$ cat config.mk
export PLATFORM = sky130hd
export DESIGN_NAME = stats_regfile_avlstrm
export DESIGN_NICKNAME = d
export VERILOG_FILES = /design/src/rtl/stats_regfile_avlstrm_pkg.sv /design/src/rtl/stats_shadow_bank.sv /design/src/rtl/stats_regfile_avlstrm.sv
export SDC_FILE = /design/constraint.sdc
export NUM_CORES = 2
export LEC_CHECK = 0
export ABC_AREA = 1
export CELL_PAD_IN_SITES_DETAIL_PLACEMENT = 0
export CELL_PAD_IN_SITES_GLOBAL_PLACEMENT = 1
export CORE_MARGIN = 5
export CORE_UTILIZATION = 28
export DETAILED_ROUTE_END_ITERATION = 16
export PLACE_DENSITY_LB_ADDON = 0.1
export SLEW_MARGIN = 20
export SYNTH_ARGS = -nofsm -noshare
export SYNTH_HDL_FRONTEND = slang
export SYNTH_SLANG_ARGS = --single-unit
$ cat constraint.sdc
create_clock -name i_clk -period 76.2 [get_ports i_clk]
set_input_delay 19.05 -clock i_clk [delete_from_list [all_inputs] [get_ports i_clk]]
set_output_delay 19.05 -clock i_clk [all_outputs]
set_load 0.05 [all_outputs]
$ cat src/rtl/stats_regfile_avlstrm_pkg.sv
// Shared stats channel definitions: record layout, register addresses and host read map.
package stats_regfile_avlstrm_pkg;

  localparam int STATS_VAL_W  = 32;
  localparam int STATS_ADDR_W = 8;

  typedef struct packed {
    logic [STATS_ADDR_W-1:0] addr;
    logic [STATS_VAL_W-1:0]  val;
  } stats_t;

  localparam logic [STATS_ADDR_W-1:0] REG_RX_PKTS  = 8'd0;
  localparam logic [STATS_ADDR_W-1:0] REG_TX_PKTS  = 8'd1;
  localparam logic [STATS_ADDR_W-1:0] REG_RX_BYTES = 8'd2;
  localparam logic [STATS_ADDR_W-1:0] REG_TX_BYTES = 8'd3;
  localparam logic [STATS_ADDR_W-1:0] REG_RX_DROPS = 8'd4;

  // Offsets above NUM_REGS where the receiver exposes its own counters.
  localparam int STATS_RD_SNAP_CNT  = 0;
  localparam int STATS_RD_DROP      = 1;
  localparam int STATS_RD_MALFORMED = 2;

  typedef enum logic {
    ST_IDLE,
    ST_COLLECT
  } rx_state_t;

  function automatic logic [STATS_VAL_W-1:0] sat_inc(input logic [STATS_VAL_W-1:0] v);
    return (v == '1) ? v : v + 1'b1;
  endfunction

endpackage

$ cat src/rtl/stats_shadow_bank.sv
// Shadow array plus presence mask; on commit emits live-bank write enables for every staged entry.
module stats_shadow_bank
  import stats_regfile_avlstrm_pkg::*;
#(
  parameter int NUM_REGS = 64,
  parameter int AW       = 6
) (
  input  logic                                  i_clk,
  input  logic                                  i_rst,
  input  logic                                  i_wr,
  input  logic [AW-1:0]                         i_wr_addr,
  input  logic [STATS_VAL_W-1:0]                i_wr_val,
  input  logic                                  i_clear,
  input  logic                                  i_commit,
  output logic [NUM_REGS-1:0]                   o_live_we,
  output logic [NUM_REGS-1:0][STATS_VAL_W-1:0]  o_live_wd
);

  logic [NUM_REGS-1:0][STATS_VAL_W-1:0] r_shadow;
  logic [NUM_REGS-1:0]                  r_mask;
  logic [NUM_REGS-1:0][STATS_VAL_W-1:0] w_shadow_eff;
  logic [NUM_REGS-1:0]                  w_mask_eff;

  // The beat accepted this cycle is folded in so an eop beat commits its own record.
  always_comb begin
    w_mask_eff   = i_clear ? '0 : r_mask;
    w_shadow_eff = r_shadow;
    if (i_wr) begin
      w_mask_eff[i_wr_addr]   = 1'b1;
      w_shadow_eff[i_wr_addr] = i_wr_val;
    end
  end

  always_ff @(posedge i_clk or posedge i_rst) begin
    if (i_rst) begin
      r_shadow <= '0;
      r_mask   <= '0;
    end else begin
      r_shadow <= w_shadow_eff;
      r_mask   <= i_commit ? '0 : w_mask_eff;
    end
  end

  assign o_live_we = i_commit ? w_mask_eff : '0;
  assign o_live_wd = w_shadow_eff;

endmodule

$ cat src/rtl/stats_regfile_avlstrm.sv
// Avalon-ST stats sink feeding a host-readable register file; never backpressures, reads return next cycle.
// STATS_SHADOW_EN: defined = atomic snapshot commit on eop via stats_shadow_bank; undefined = direct live writes.
module stats_regfile_avlstrm
  import stats_regfile_avlstrm_pkg::*;
#(
  parameter int NUM_REGS = 64,
  parameter int DATA_W   = 512,
  parameter int EMPTY_W  = $clog2(DATA_W/8)
) (
  input  logic                   i_clk,
  input  logic                   i_rst,
  input  logic                   i_stats_in_valid,
  output logic                   o_stats_in_ready,
  input  logic [DATA_W-1:0]      i_stats_in_data,
  input  logic                   i_stats_in_sop,
  input  logic                   i_stats_in_eop,
  input  logic [EMPTY_W-1:0]     i_stats_in_empty,
  input  logic                   i_rd_en,
  input  logic [7:0]             i_rd_addr,
  output logic [STATS_VAL_W-1:0] o_rd_data,
  output logic                   o_rd_valid,
  output logic                   o_snap_done
);

  localparam int AW = (NUM_REGS > 1) ? $clog2(NUM_REGS) : 1;

  rx_state_t r_state, w_state_nxt;
  logic      r_ready;
  logic [STATS_VAL_W-1:0] r_snap_cnt, r_drop_cnt, r_malformed_cnt;
  logic [NUM_REGS-1:0][STATS_VAL_W-1:0] r_live;
  logic [STATS_VAL_W-1:0] r_rd_data;
  logic      r_rd_valid;
  logic      r_snap_done;

  stats_t    w_rec;
  logic      w_acc, w_in_range, w_stage, w_clear, w_commit, w_malformed, w_wr, w_drop;
  logic [AW-1:0] w_wr_addr;
  logic [NUM_REGS-1:0]                  w_live_we;
  logic [NUM_REGS-1:0][STATS_VAL_W-1:0] w_live_wd;
  logic [STATS_VAL_W-1:0] w_rd_mux;
  logic      w_unused_bits;

  assign w_rec         = i_stats_in_data[$bits(stats_t)-1:0];
  assign w_acc         = i_stats_in_valid & r_ready;
  assign w_in_range    = int'(w_rec.addr) < NUM_REGS;
  assign w_wr_addr     = w_rec.addr[AW-1:0];
  assign w_wr          = w_stage & w_in_range;
  assign w_drop        = w_stage & ~w_in_range;
  assign w_unused_bits = ^{i_stats_in_empty, i_stats_in_data[DATA_W-1:$bits(stats_t)], w_clear};

  always_comb begin
    w_state_nxt = r_state;
    w_stage     = 1'b0;
    w_clear     = 1'b0;
    w_commit    = 1'b0;
    w_malformed = 1'b0;
    case (r_state)
      ST_IDLE: begin
        if (w_acc) begin
          if (i_stats_in_sop) begin
            w_stage = 1'b1;
            if (i_stats_in_eop) w_commit = 1'b1;
            else                w_state_nxt = ST_COLLECT;
          end else begin
            w_malformed = 1'b1;
          end
        end
      end
      ST_COLLECT: begin
        if (w_acc) begin
          w_stage = 1'b1;
          // A fresh sop abandons the partial snapshot and restarts with this record.
          if (i_stats_in_sop) begin
            w_clear     = 1'b1;
            w_malformed = 1'b1;
          end
          if (i_stats_in_eop) begin
            w_commit    = 1'b1;
            w_state_nxt = ST_IDLE;
          end
        end
      end
      default: w_state_nxt = ST_IDLE;
    endcase
  end

`ifdef STATS_SHADOW_EN
  stats_shadow_bank #(
    .NUM_REGS (NUM_REGS),
    .AW       (AW)
  ) u_shadow (
    .i_clk     (i_clk),
    .i_rst     (i_rst),
    .i_wr      (w_wr),
    .i_wr_addr (w_wr_addr),
    .i_wr_val  (w_rec.val),
    .i_clear   (w_clear),
    .i_commit  (w_commit),
    .o_live_we (w_live_we),
    .o_live_wd (w_live_wd)
  );
`else
  always_comb begin
    w_live_we = '0;
    if (w_wr) w_live_we[w_wr_addr] = 1'b1;
  end
  assign w_live_wd = {NUM_REGS{w_rec.val}};
`endif

  always_ff @(posedge i_clk or posedge i_rst) begin
    if (i_rst) begin
      r_live <= '0;
    end else begin
      for (int i = 0; i < NUM_REGS; i++) begin
        if (w_live_we[i]) r_live[i] <= w_live_wd[i];
      end
    end
  end

  always_ff @(posedge i_clk or posedge i_rst) begin
    if (i_rst) begin
      r_state         <= ST_IDLE;
      r_ready         <= 1'b0;
      r_snap_cnt      <= '0;
      r_drop_cnt      <= '0;
      r_malformed_cnt <= '0;
      r_snap_done     <= 1'b0;
    end else begin
      r_state     <= w_state_nxt;
      r_ready     <= 1'b1;
      r_snap_done <= w_commit;
      if (w_commit)    r_snap_cnt      <= sat_inc(r_snap_cnt);
      if (w_drop)      r_drop_cnt      <= sat_inc(r_drop_cnt);
      if (w_malformed) r_malformed_cnt <= sat_inc(r_malformed_cnt);
    end
  end

  // Sampled from registered state, so a read coinciding with a commit sees the old value.
  always_comb begin
    w_rd_mux = '0;
    if (int'(i_rd_addr) < NUM_REGS)
      w_rd_mux = r_live[i_rd_addr[AW-1:0]];
    else if (int'(i_rd_addr) == NUM_REGS + STATS_RD_SNAP_CNT)
      w_rd_mux = r_snap_cnt;
    else if (int'(i_rd_addr) == NUM_REGS + STATS_RD_DROP)
      w_rd_mux = r_drop_cnt;
    else if (int'(i_rd_addr) == NUM_REGS + STATS_RD_MALFORMED)
      w_rd_mux = r_malformed_cnt;
  end

  always_ff @(posedge i_clk or posedge i_rst) begin
    if (i_rst) begin
      r_rd_data  <= '0;
      r_rd_valid <= 1'b0;
    end else begin
      r_rd_valid <= i_rd_en;
      if (i_rd_en) r_rd_data <= w_rd_mux;
    end
  end

  assign o_stats_in_ready = r_ready;
  assign o_rd_data        = r_rd_data;
  assign o_rd_valid       = r_rd_valid;
  assign o_snap_done      = r_snap_done;

endmodule
# ---- Word level (Yosys, flattened, before mapping)
# Index checks and enable logic that the tools add are counted.
dict set report totals {
  register_bits 2180
  input_bits 532
  output_inout_bits 35
  word_cells 124
}
dict set report classes {
  add_sub_neg 3
  n_lt_le_gt_ge 5
  n_eq_ne 6
  mux 26
  bitwise_logic 8
  n_reduce_logical 4
}
# op n
set ops {}
lappend ops {{binary-select mux 32 bit (select 6 bit)} 1}
lappend ops {{2-to-1 mux 32 bit} 5}
lappend ops {{adder 32 x 1 -> 32 bit (second input constant)} 3}
lappend ops {{== test 32 bit (second input constant)} 3}
lappend ops {{2-to-1 mux 64 bit} 1}
lappend ops {{== test 8 bit (second input constant)} 3}
lappend ops {{less-than comparator 8 x 7 -> 1 bit (second input constant)} 2}
lappend ops {{less-than comparator 6 x 7 -> 1 bit (second input constant)} 2}
lappend ops {{2-to-1 mux 1 bit} 14}
lappend ops {{case mux 1 bit (2 select lines)} 4}
lappend ops {{demux 1 bit (select 6 bit)} 1}
lappend ops {{greater-or-equal comparator 6 x 1 -> 1 bit (second input constant)} 1}
lappend ops {{AND reduction 2 bit} 3}
lappend ops {{inverter 1 bit} 5}
lappend ops {{bitwise AND 1 bit} 3}
lappend ops {{logical AND 1 bit} 1}

# ---- Depth between registers and ports, before layout
dict set report depth {
  ltp_word 5
  ltp_mapped 17
  mapped_depth_nobuf 13
}

# ---- Worst setup path before layout
# OpenSTA, ideal clock, no wires.
dict set report synth_timing {
  kind {input port to flip-flop}
  startpoint {input port i_rd_addr[0]}
  endpoint {register r_rd_data[11], in the netlist o_rd_data[11]}
  setup_time_ns 0.066
  arrival_ns 20.764
  required_ns 76.134
  setup_slack_ns 55.371
  path_stages 14
  path_buffers 4
  path_cell_list {buf_2 inv_1 buf_2 nor2_1 clkbuf_1 clkbuf_1 nand2_1 o211ai_1 nand3_1 nand2_1 nand3_1 nand3_1 nand2_1 nand2_1}
}
dict set report synth_between {
  elab_chain_len 5
  elab_cells_between_ends 10
  classes_between {1 x order compare; 3 x eq/ne; 6 x mux}
}
# item line_no
set synth_rtl {}
lappend synth_rtl {{from (decl)} stats_regfile_avlstrm.sv:19} ;# input logic [7:0] i_rd_addr,
lappend synth_rtl {{parallel branches: the longest is 4 deep, another holds binary-select mux 32 bit (select 6 bit)} -}
lappend synth_rtl {{2-to-1 mux 32 bit (*)} stats_regfile_avlstrm.sv:141} ;# if (int'(i_rd_addr) < NUM_REGS)
lappend synth_rtl {{to (signal assigned)} stats_regfile_avlstrm.sv:157} ;# if (i_rd_en) r_rd_data <= w_rd_mux;
lappend synth_rtl {{to (decl)} stats_regfile_avlstrm.sv:31} ;# logic [STATS_VAL_W-1:0] r_rd_data;
# Mark *: on every way between the ends. The select of a mux whose other input is x is not followed.
# A chain may end at the register's enable or synchronous reset.

==> results.json <==
{
  "area_growth_pct": 13.9,
  "powerDensity_mw_per_mm2": 23.8,
  "min-delay-start": "r_live[358]$_DFFE_PP0P_",
  "drt_iter0_drc": 8319,
  "dp_hpwl_um": 228000,
  "synth_ff_type": "dfrtp_1",
  "startpoint": "i_rst",
  "grt_pass1_wl_um": 606000,
  "dieArea_mm2": 0.374,
  "vias": 87300,
  "ir_worst_vdd_mv": 0.0159,
  "syn_inst": 13300,
  "slew_violations": 0,
  "netlist-cell-type-count": 29,
  "track_usage_pct": 21.7,
  "syn-cell-area_mm2": 0.101,
  "core_mm2": 0.362,
  "final_nets": 13300,
  "synth_compound_area_share_pct": 12.9,
  "top_usage_layer": "met2",
  "gp_congestion": 0.788,
  "placed_cells": 17300,
  "cts_num_sinks": 2180,
  "grt_overflow": 0,
  "rows": 221,
  "required_ps": 77080,
  "fin_crit_sh_pct": 32.3,
  "io_pins": 567,
  "yosysTopAreaCell": "dfrtp_1",
  "worstPathMaxFanout": 150,
  "fin_setup_tns_ps": 0,
  "reg2reg_from": "o_stats_in_ready$_DFF_PP0_",
  "holdBufCountCts": 0,
  "relSlewSlack_pct": 21.6,
  "final_cells": 17800,
  "fin_crit_ps": 24620,
  "worstSetupPathType": "in2async",
  "setup_viol": 0,
  "min_to": "r_live[358]$_DFFE_PP0P_",
  "synth-seq-cells": 2180,
  "use_met3_pct": 2.79,
  "clock_latency_ps": 910,
  "ys_warn_count": 0,
  "synthMuxAreaShare_pct": 0,
  "numPortBuffers": 88,
  "arrival_ps": 25500,
  "fmax_mhz": 40.6,
  "grt_antenna_before_repair": 32,
  "cts_setup_buffers": 0,
  "route.detailed.wl_per_inst_um": 23.2,
  "grt_use_met2_pct": 34.8,
  "global_route.usage.met1_pct": 31.4,
  "leakage_nw": 53.2,
  "die_y_um": 612,
  "firstDrtPassIters": 6,
  "tritoncts": "done",
  "filler_cell_count": 38600,
  "synthXorXnorAreaFrac_pct": 0.769,
  "synth_top_family_by_area": "simple AND/OR/NAND/NOR gates",
  "via_per_inst": 4.90,
  "drtAntennaViolNets": 0,
  "r2r_end": "r_live[917]$_DFFE_PP0P_",
  "place_area_mm2": 0.106,
  "outcome": "finished, final reports clean",
  "layout-drive-gt1-share_pct": 5.45,
  "final_cell_mix": "4992 x nand2_1, 2180 x dfrtp_1, 2108 x o21ai_0",
  "rsz0062_at_grt": "false",
  "layout_commonest_cell": "nand2_1",
  "drc": 0,
  "numCtsBuffers": 280,
  "holdPathStages": 2,
  "cts.repair.resized": 0,
  "synth-simple-area-share_pct": 25.8,
  "yosysTopAreaCellShare_pct": 53.8,
  "drv_cap": 0,
  "start_util_pct": 28.0,
  "rr_worst_depth": 9,
  "hold_viol_final": 0,
  "clockBufferDepth": 4,
  "wl_um": 413000,
  "grt_max_degree": 156,
  "fin_skew_ps": 40.1,
  "avgSynthCellArea_um2": 7.64,
  "synth_adder_area_share_pct": 0.0370,
  "die_w_um": 612,
  "ff2ff_setup_slack_ps": 72590,
  "endpoint_kind": "asynchronous set/reset pin",
  "cts-root-buf": "clkbuf_16",
  "cts.reportedPaths.clkPinSlew_ps": 60,
  "power_mw": 2.75,
  "syn-num-nets": 13800,
  "worst_slew_pin_slew_ps": 1180,
  "fin_area_mm2": 0.116,
  "synth_edf_count": 0,
  "grt_pass1_vias": 84700,
  "synth_area_leaders": "dfrtp_1 54%, nand2_1 19%, o21ai_0 10%",
  "ys_seq_area_share_pct": 53.8,
  "async_reset_ff_share_pct": 100,
  "crit_path_start_kind": "primary input",
  "cts_htree_levels": 5,
  "hp-class": "reg2reg"
}
==> critical path: stages <==
cell	delay, ps
clkdlybuf4s50_1	440
clkinvlp_4	250
buf_4	720
buf_4	790
buf_12	680
buf_12	620
buf_4	820
buf_12	630
buf_4	870
==> flip-flops by register name, summed over array words and instances, names as in the netlist <==
signal	flops
o_rd_data	32
o_rd_valid	1
o_snap_done	1
o_stats_in_ready	1
r_drop_cnt	32
r_live	2048
r_malformed_cnt	32
r_snap_cnt	32
r_state	1
==> cells by family (layout without fill, tap and decap cells) <==
family,after synthesis,after routing
flops,2180,2180
xor+xnor,89,89
fa+ha+maj,3,3
simple gates,6614,6614
compound gates,2573,2573
buf+inv,1808,1546
other cells,1,16
==> Yosys cell counts (5+ instances only) <==
library cell / count
a31oi_1: 20
nor4_1: 15
nand3_1: 711
nand4_1: 99
o21ai_1: 85
buf_2: 20
dfrtp_1: 2180
nand3b_1: 11
o21ai_0: 2108
o221ai_1: 7
nor3_1: 59
xnor2_1: 13
a22oi_1: 5
xor2_1: 76
nor2_1: 662
clkbuf_1: 934
a21oi_1: 302
nand2_1: 5051
clkinv_1: 34
o211ai_1: 46
inv_1: 762
buf_1: 56
==> worst max path at each step <==
stage                          endpoint  slack, ps  depth (start not counted)
6_report        r_live[408]$_DFFE_PP0P_      51580                          9
3_3_place_gp    r_live[408]$_DFFE_PP0P_      50440                          9
2_1_floorplan  o_rd_data[0]$_DFFE_PP0P_      26870                          1
3_5_place_dp    r_live[408]$_DFFE_PP0P_      50310                          9
4_1_cts         r_live[408]$_DFFE_PP0P_      51290                          9
5_1_grt        r_live[2000]$_DFFE_PP0P_      50550                          9
==> power breakdown <==
part	switching (mW)	leakage, nW	internal, mW
combinational	0.171	18.5	0.0452
clock	0.540	4.51	0.796
sequential	0.0184	30.2	1.18
==> metrics by stage <==
step	setup slack [ps]	hold slack, ps	util, %
finish	51580	477	31.9
CTS	51290	481	31.9
global route	50550	495	31.9
floorplan	26870	448	-
global placement	50440	461	29.4
detailed placement	50310	468	29.4
==> layer usage <==
layer	vias to the layer above	share of wire [%]
li1	41200	-
met3	406	5.1
met1	43500	48
met2	2198	45
met4	0	2.2
met5	-	0
==> final cells by class <==
class	count	area, um^2	area share [%]
Timing Repair Buffer	263	2360	2.04
Tap cell	4794	6000	5.19
Inverter	798	3030	2.62
Antenna cell	15	37.5	0.0325
Clock inverter	58	661	0.572
Clock buffer	427	8470	7.33
Multi-Input combinational cell	9280	40500	35.0
Sequential cell	2180	54600	47.2
Note: power is estimated with default switching activity, not from simulation.
